[src/rtl/crt_frame_capture.sv]
// Receive side of the CRT pixel stream: rebuilds a WIDTH x HEIGHT frame row by row,
// then drains the rows over valid/ready and reports the frame's lit-pixel count.
module crt_frame_capture #(
  parameter int unsigned WIDTH  = 40,
  parameter int unsigned HEIGHT = 6,
  parameter int unsigned CNT_W  = 16
) (
  input  logic                      clk,
  input  logic                      rst,
  input  logic                      pix_valid,
  input  logic                      pix_in,
  output logic                      pix_ready,
  output logic                      out_valid,
  input  logic                      out_ready,
  output logic [WIDTH-1:0]          out_row,
  output logic [$clog2(HEIGHT)-1:0] out_row_idx,
  output logic [CNT_W-1:0]          lit_count,
  output logic                      frame_done,
  output logic                      overflow
);

  localparam int unsigned COL_W = (WIDTH > 1) ? $clog2(WIDTH) : 1;
  localparam int unsigned ROW_W = $clog2(HEIGHT);

  localparam logic [0:0] StCapture = 1'b0;
  localparam logic [0:0] StDrain   = 1'b1;

  logic [0:0]       state_q, state_d;
  logic [COL_W-1:0] col_q, col_d;
  logic [ROW_W-1:0] row_q, row_d;
  logic [ROW_W-1:0] rd_idx_q, rd_idx_d;
  logic [WIDTH-1:0] shift_q, shift_d;
  logic [CNT_W-1:0] lit_q, lit_d;
  logic             frame_done_q, frame_done_d;
  logic             overflow_q, overflow_d;

  logic [WIDTH-1:0] row_buf_q [HEIGHT];

  logic             accept;
  logic             handshake;
  logic             last_col;
  logic             last_row;
  logic             last_rd;
  logic [WIDTH-1:0] row_word;

  always_comb begin
    pix_ready = (state_q == StCapture);
    out_valid = (state_q == StDrain);
    accept    = pix_valid & pix_ready;
    handshake = out_valid & out_ready;
    last_col  = (col_q == COL_W'(WIDTH - 1));
    last_row  = (row_q == ROW_W'(HEIGHT - 1));
    last_rd   = (rd_idx_q == ROW_W'(HEIGHT - 1));
    // Completed row includes the pixel being accepted this cycle.
    row_word  = {shift_q[WIDTH-2:0], pix_in};
  end

  always_comb begin
    state_d      = state_q;
    col_d        = col_q;
    row_d        = row_q;
    rd_idx_d     = rd_idx_q;
    shift_d      = shift_q;
    lit_d        = lit_q;
    frame_done_d = 1'b0;
    overflow_d   = overflow_q | (pix_valid & ~pix_ready);

    if (accept) begin
      shift_d = row_word;
      lit_d   = lit_q + {{(CNT_W-1){1'b0}}, pix_in};
      if (last_col) begin
        col_d = '0;
        if (last_row) begin
          row_d   = '0;
          state_d = StDrain;
        end else begin
          row_d = row_q + 1'b1;
        end
      end else begin
        col_d = col_q + 1'b1;
      end
    end

    if (handshake) begin
      if (last_rd) begin
        rd_idx_d     = '0;
        state_d      = StCapture;
        frame_done_d = 1'b1;
        lit_d        = '0;
      end else begin
        rd_idx_d = rd_idx_q + 1'b1;
      end
    end
  end

  always_ff @(posedge clk) begin
    if (rst) begin
      state_q      <= StCapture;
      col_q        <= '0;
      row_q        <= '0;
      rd_idx_q     <= '0;
      shift_q      <= '0;
      lit_q        <= '0;
      frame_done_q <= 1'b0;
      overflow_q   <= 1'b0;
    end else begin
      state_q      <= state_d;
      col_q        <= col_d;
      row_q        <= row_d;
      rd_idx_q     <= rd_idx_d;
      shift_q      <= shift_d;
      lit_q        <= lit_d;
      frame_done_q <= frame_done_d;
      overflow_q   <= overflow_d;
    end
  end

  // Row storage needs no reset: it is only read while draining a fully written frame.
  always_ff @(posedge clk) begin
    if (!rst && accept && last_col) begin
      row_buf_q[row_q] <= row_word;
    end
  end

  always_comb begin
    out_row     = out_valid ? row_buf_q[rd_idx_q] : '0;
    out_row_idx = rd_idx_q;
    lit_count   = lit_q;
    frame_done  = frame_done_q;
    overflow    = overflow_q;
  end

endmodule

[config.mk]
export PLATFORM = sky130hd
export DESIGN_NAME = crt_frame_capture
export DESIGN_NICKNAME = d
export VERILOG_FILES = /design/src/rtl/crt_frame_capture.sv
export SDC_FILE = /design/constraint.sdc
export NUM_CORES = 1
export LEC_CHECK = 0
export ABC_CLOCK_PERIOD_IN_PS = 8980
export CORE_MARGIN = 3
export CORE_UTILIZATION = 58
export CTS_BUF_LIST = sky130_fd_sc_hd__clkbuf_4
export CTS_CLUSTER_SIZE = 40
export DETAILED_ROUTE_END_ITERATION = 7
export PLACE_DENSITY_LB_ADDON = 0.15
export SLEW_MARGIN = 5
export SYNTH_ARGS = -nofsm -noshare
export SYNTH_HDL_FRONTEND = slang
export SYNTH_SLANG_ARGS = --single-unit
export TNS_END_PERCENT = 30
[constraint.sdc]
create_clock -name clk -period 8.98 [get_ports clk]
set_input_delay 1.796 -clock clk [delete_from_list [all_inputs] [get_ports clk]]
set_output_delay 1.796 -clock clk [all_outputs]
set_load 0.005 [all_outputs]
==> results.cfg, run 1 <==
[synthesis]
avgSynthCellArea_um2 = 15.4
syn_nets = 778
netlist_area_um2 = 11900
synth_cells = 770
yosysSeqAreaShare_pct = 73.1
synth_edf_count = 240
async_reset_ff_share_pct = 0
synthFlopType = edfxtp_1
synth-warning-count = 0
synth_cell_types = 37
synth-seq-cells = 313

[sta]
slew-limit-headroom_pct = 39.0
tightestPinTransition_ns = 0.916
fmax_mhz = 185
finalHoldViolCount = 0
whs_ns = 0.490
finalCriticalPeriod_ns = 5.40
slew_violations = 0
rsz0062_at_grt = no
setup_viol = 0
finalSetupTns_ns = 0
timing.final.crit_share_pct = 60.1
finClkSkew_ns = 0.0276

[placement]
dpl.hpwl_um = 12300
gp_congestion = 0.731
dp_cells = 1071
port_buffers = 67

[cts]
clk_latency_ns = 0.67
numCtsBuffers = 75
htreeDepth = 3
post_cts_buffers = 0
clk_pin_slew_ns = 0.06
cts_resized = 0
cts_tree = yes
clock_path_buffers = 3
cts-root-buf = clkbuf_4
clock-sinks = 313
cts_hold_buf = 0

[power]
peakVddDrop_mv = 0.111
pwr_density_cell_nw_per_um2 = 205
total_power_mw = 2.86
leakage_nw = 4.47

[layout]
fin_cells = 1212
nets = 891
drive_above_1_share_pct = 20.3
n_fill_cell = 1324
syn2layout_area_growth_pct = 17.7

[detailed_routing]
wire_per_inst_um = 19.2
drt-initial-drc-count = 402
first_pass_iters = 5
viasPerCell = 5.65
vias = 6845
drc_errors = 0
ant_nets = 0
totalWireLength_um = 23300

[worst_setup_path]
endpoint_kind = output pin
cp.required_ns = 7.18
reg2reg_from = col_q[0]
crit_type = flop to output pin
crit_arrival_ns = 3.60
worstPathMaxFanout = 46
start_kind = flop

[grt]
antenna_found_initial = 1
grtUsageTotal_pct = 21.8
grt_overflow = 0
grt_pass1_vias = 7293
grt_max_degree = 81
grt_pass1_wl_um = 37800

[die]
ios = 68
die_h_um = 149
core_um2 = 19800
dieArea_um2 = 22200
rows = 51
die_w_um = 149
initial_core_util_pct = 60.0

[run]
drv_cap = 0

[hold_path]
min_from = overflow
hold_class = flop to flop

[outcome]
outcome = finished clean
[final timing paths]
kind	end	slack [ns]	depth (start not counted)
max	out_row[19]	3.58	5
min	overflow	0.49	2
max reg2reg	row_buf_q[0][11]	6.29	6
min reg2reg	overflow	0.49	2
[stage by stage]
stage	utilization (%)	area, um2	worst slack, ns
2_1_floorplan	-	11900	2.19
3_3_place_gp	64.9	12800	4.20
3_5_place_dp	64.9	12800	4.17
4_1_cts	70.6	14000	3.46
5_1_grt	70.6	14000	3.29
6_report	70.6	14000	3.58
[where the power goes]
group / internal (mW) / switching, mW / leakage (nW)
clock: 0.760 / 0.535 / 0.647
combinational: 0.00585 / 0.0163 / 0.982
sequential: 1.54 / 0.00219 / 2.84
total: 2.31 / 0.553 / 4.47
[placed cells by master (no fill, tap or decap), types with 3 or more instances in the layout]
cell,synthesis,routed
buf_4,0,15
dfxtp_1,73,70
clkbuf_4,0,115
nand3_1,5,5
clkdlybuf4s50_1,0,66
o21ai_0,6,6
clkinv_1,1,17
nor3_1,8,6
or3_1,8,8
edfxtp_1,240,240
nand2_1,102,102
a211oi_1,40,40
a21oi_1,53,53
mux2i_1,40,40
bufinv_16,0,6
nor2_1,62,61
nand2b_1,4,4
xnor2_1,5,5
xor2_1,9,9
nand4_1,5,5
mux4_2,40,40
ha_1,3,3
[layout make-up]
class | count | area, um2 | share of cell area (%)
antenna | 1 | 2.50 | 0.0179
clock buffer | 115 | 863 | 6.18
clock inverter | 25 | 258 | 1.85
inverter | 3 | 11.3 | 0.0807
multi-input combinational | 408 | 3040 | 21.8
sequential | 313 | 8670 | 62.1
tap | 265 | 332 | 2.37
timing repair buffer | 82 | 778 | 5.57
[sequential cells by signal, summed over array words and instances, names as in the netlist, named ones only]
signal       count
frame_done       1
lit_count       16
overflow         1
row_q            3
shift_q         39
out_valid        1
row_buf_q      240
out_row_idx      3
col_q            6
[metal layers]
metal | part of all wire (%) | track usage, % | vias up
met5 | 0 | 0 | -
met4 | 1.3 | 7.46 | 0
met3 | 5.1 | 4.71 | 24
met2 | 52 | 36.8 | 211
met1 | 42 | 28.5 | 3390
li1 | - | - | 3220
[cells by family (layout without fill, tap and decap cells)]
kind of cell	Yosys count	count (layout)	share of synthesized area, %
DFF	313	313	73.1
muxes	80	80	11.0
other	0	1	0
and+or+nand+nor	209	209	7.73
xor gates and xnor gates	14	14	1.03
adders and majority gates	3	3	0.316
AOI/OAI and AO/OA	102	102	5.22
buffers and inverters	49	225	1.67
[synthesized netlist by cell type (2+ instances only)]
cell / number / area (um2)
and4_1: 3 / 26.3
nand2b_1: 4 / 25.0
buf_2: 11 / 55.1
and3_1: 2 / 12.5
edfxtp_1: 240 / 7210
nor3_1: 8 / 40.0
xor2_1: 9 / 78.8
mux4_2: 40 / 901
xnor2_1: 5 / 43.8
nand4_1: 5 / 31.3
buf_1: 8 / 30.0
a21oi_1: 53 / 265
a211oi_1: 40 / 300
clkbuf_1: 27 / 101
nand3_1: 5 / 25.0
nand2_1: 102 / 383
inv_1: 2 / 7.51
mux2i_1: 40 / 400
ha_1: 3 / 37.5
dfxtp_1: 73 / 1460
o21ai_0: 6 / 30.0
nor2_1: 62 / 233
or3_1: 8 / 50.1
[critical path: stages (launching register included)]
cell and delay (ns):
dfxtp_4 0.95, buf_4 0.68, mux4_2 0.58, nor2_1 0.13, a211oi_1 0.07, clkdlybuf4s50_1 0.49
Note: power is estimated with default switching activity, not from simulation.
==> run 2, diff against run 1 <==
Settings changed: ABC_CLOCK_PERIOD_IN_PS 8980 to 4900, CORE_UTILIZATION 58 to 56.
Clock period 8.98 ns to 4.9 ns, I/O delays scaled along.
==> run 2 against run 1 <==
Wire length down 3.0%. Critical path depth down 2. Power up 71%. First-iteration DRC count up 7.0%. Via count down 0.64%. Sequential power up 84%. Worst hold slack worse by 0.017 ns. Sequential share of layout area up 0.36 points.
==> results.cfg, run 2 (synthesized netlist as in run 1, its figures left out) <==
[placement]
place_ws_ns = 1.34
gp_congestion = 0.771
dpl.hpwl_um = 13200
port_buffers = 67
placed_cell_area_um2 = 12900

[detailed_routing]
drt-initial-drc-count = 430
wire_per_inst_um = 18.5
vias = 6801
viasPerCell = 5.58
first_pass_iters = 5
drc_errors = 0
totalWireLength_um = 22600
ant_nets = 0

[die]
die_h_um = 152
core_um2 = 20500
rows = 52
die_w_um = 152
initial_core_util_pct = 57.9
dieArea_um2 = 23000
ios = 68

[worst_setup_path]
reg2reg_from = col_q[0]
crit_arrival_ns = 3.10
cp.required_ns = 3.92
r2r_slack_ns = 2.43
crit_type = flop to output pin
rr_endpoint = row_buf_q[4][2]
path_buf_inv = 2
worstPathMaxFanout = 20
critPathSlowestCell = clkinv_1
ff2ff_path_depth = 5
start_kind = flop
path_delay_family = buffers and inverters
endpoint_kind = output pin
cp_slowest_stage_delay_ns = 0.69
path_cells = clkinv_1, a211oi_1, clkdlybuf4s50_1

[power]
leakage_nw = 4.45
p_comb_share_pct = 0.8
switching_share_pct = 20.0
peakVddDrop_mv = 0.192
power_frac_seq_pct = 57.7
p_int_mw = 3.92
power_switching_mw = 0.981
pwr_density_cell_nw_per_um2 = 353
pwr-share-clk_pct = 41.5
total_power_mw = 4.90

[layout]
syn2layout_area_growth_pct = 17.0
final_cell_mix = 240 x edfxtp_1, 117 x clkbuf_4, 102 x nand2_1
nets = 897
largest_reg_flops = 240
design_area_um2 = 13900
largest_register = row_buf_q
drive_above_1_share_pct = 20.4
final_common_cell = edfxtp_1

[grt]
grt_pass1_vias = 7095
grtUsageTotal_pct = 20.6
grt_pass1_wl_um = 36400
antenna_found_initial = 1
grt_overflow = 0
grt_max_degree = 56

[cts]
cts_hold_buf = 0
clk_latency_ns = 0.67
clock_path_buffers = 3
cts_tree = yes
htreeDepth = 3
clock-sinks = 313
numCtsBuffers = 76
post_cts_buffers = 0
cts-root-buf = clkbuf_4
cts_resized = 0
clk_pin_slew_ns = 0.07

[hold_path]
min_from = overflow
hold_depth = 2
hold_class = flop to flop
hold_end = overflow

[outcome]
outcome = finished clean

[sta]
finClkSkew_ns = 0.0249
fin_ws_ns = 0.816
setup_viol = 0
tightestPinTransition_ns = 0.971
slew-limit-headroom_pct = 35.3
finalSetupTns_ns = 0
timing.final.crit_share_pct = 83.3
rsz0062_at_grt = no
slew_violations = 0
finalHoldViolCount = 0
whs_ns = 0.473
fmax_mhz = 245
finalCriticalPeriod_ns = 4.08

[run]
drv_cap = 0
## run 2: metal layers
| layer | global-route usage [%] | vias to the layer above | share of wire, % |
|---|---|---|---|
| met5 | 0 | - | 0 |
| met4 | 7.82 | 0 | 1.4 |
| met3 | 5.06 | 21 | 5.5 |
| met2 | 34.9 | 191 | 52 |
| met1 | 26.0 | 3376 | 41 |
| li1 | - | 3213 | - |
## run 2: layout make-up
| cell class | count | area [um2] |
|---|---|---|
| fill | 1436 | 6620 |
| clock buffer | 117 | 878 |
| multi-input combinational | 408 | 3040 |
| tap | 270 | 338 |
| clock inverter | 20 | 77.6 |
| sequential | 313 | 8670 |
| timing repair buffer | 87 | 853 |
| inverter | 3 | 11.3 |
| antenna | 1 | 2.50 |
## run 2: power by group through the flow
stage | combinational (mW) | clock (mW) | sequential (mW)
6_report | 0.0405 | 2.03 | 2.83
5_1_grt | 0.0449 | 2.24 | 2.82
4_1_cts | 0.0412 | 2.09 | 2.83
3_5_place_dp | 0.0410 | 0 | 2.88
3_3_place_gp | 0.0402 | 0 | 2.88
2_1_floorplan | 0.0246 | 0 | 2.88
## run 2: tightest hold or removal path, delay by kind of cell, from the launching register on
family,cells,cell delay [ns]
flops,1,0.33
simple gates,1,0.07
compound gates,1,0.04
## run 2: worst max-delay path by stage
| stage | cells past startpoint | slack (ns) | startpoint | to |
|---|---|---|---|---|
| 2_1_floorplan | 4 | -0.0007 | pix_valid | row_buf_q[2][0] |
| 3_3_place_gp | 5 | 1.42 | pix_valid | row_buf_q[4][13] |
| 3_5_place_dp | 6 | 1.34 | pix_valid | row_buf_q[1][4] |
| 4_1_cts | 5 | 0.73 | flop | out_row[22] |
| 5_1_grt | 5 | 0.58 | flop | out_row[22] |
| 6_report | 3 | 0.82 | out_valid | out_row[8] |
## run 2: metrics by stage
step | utilization (%) | instances
3_5_place_dp | 63.0 | 1081
6_report | 67.7 | 1219
2_1_floorplan | - | 770
4_1_cts | 67.7 | 1218
3_3_place_gp | 63.0 | 1081
5_1_grt | 67.7 | 1219
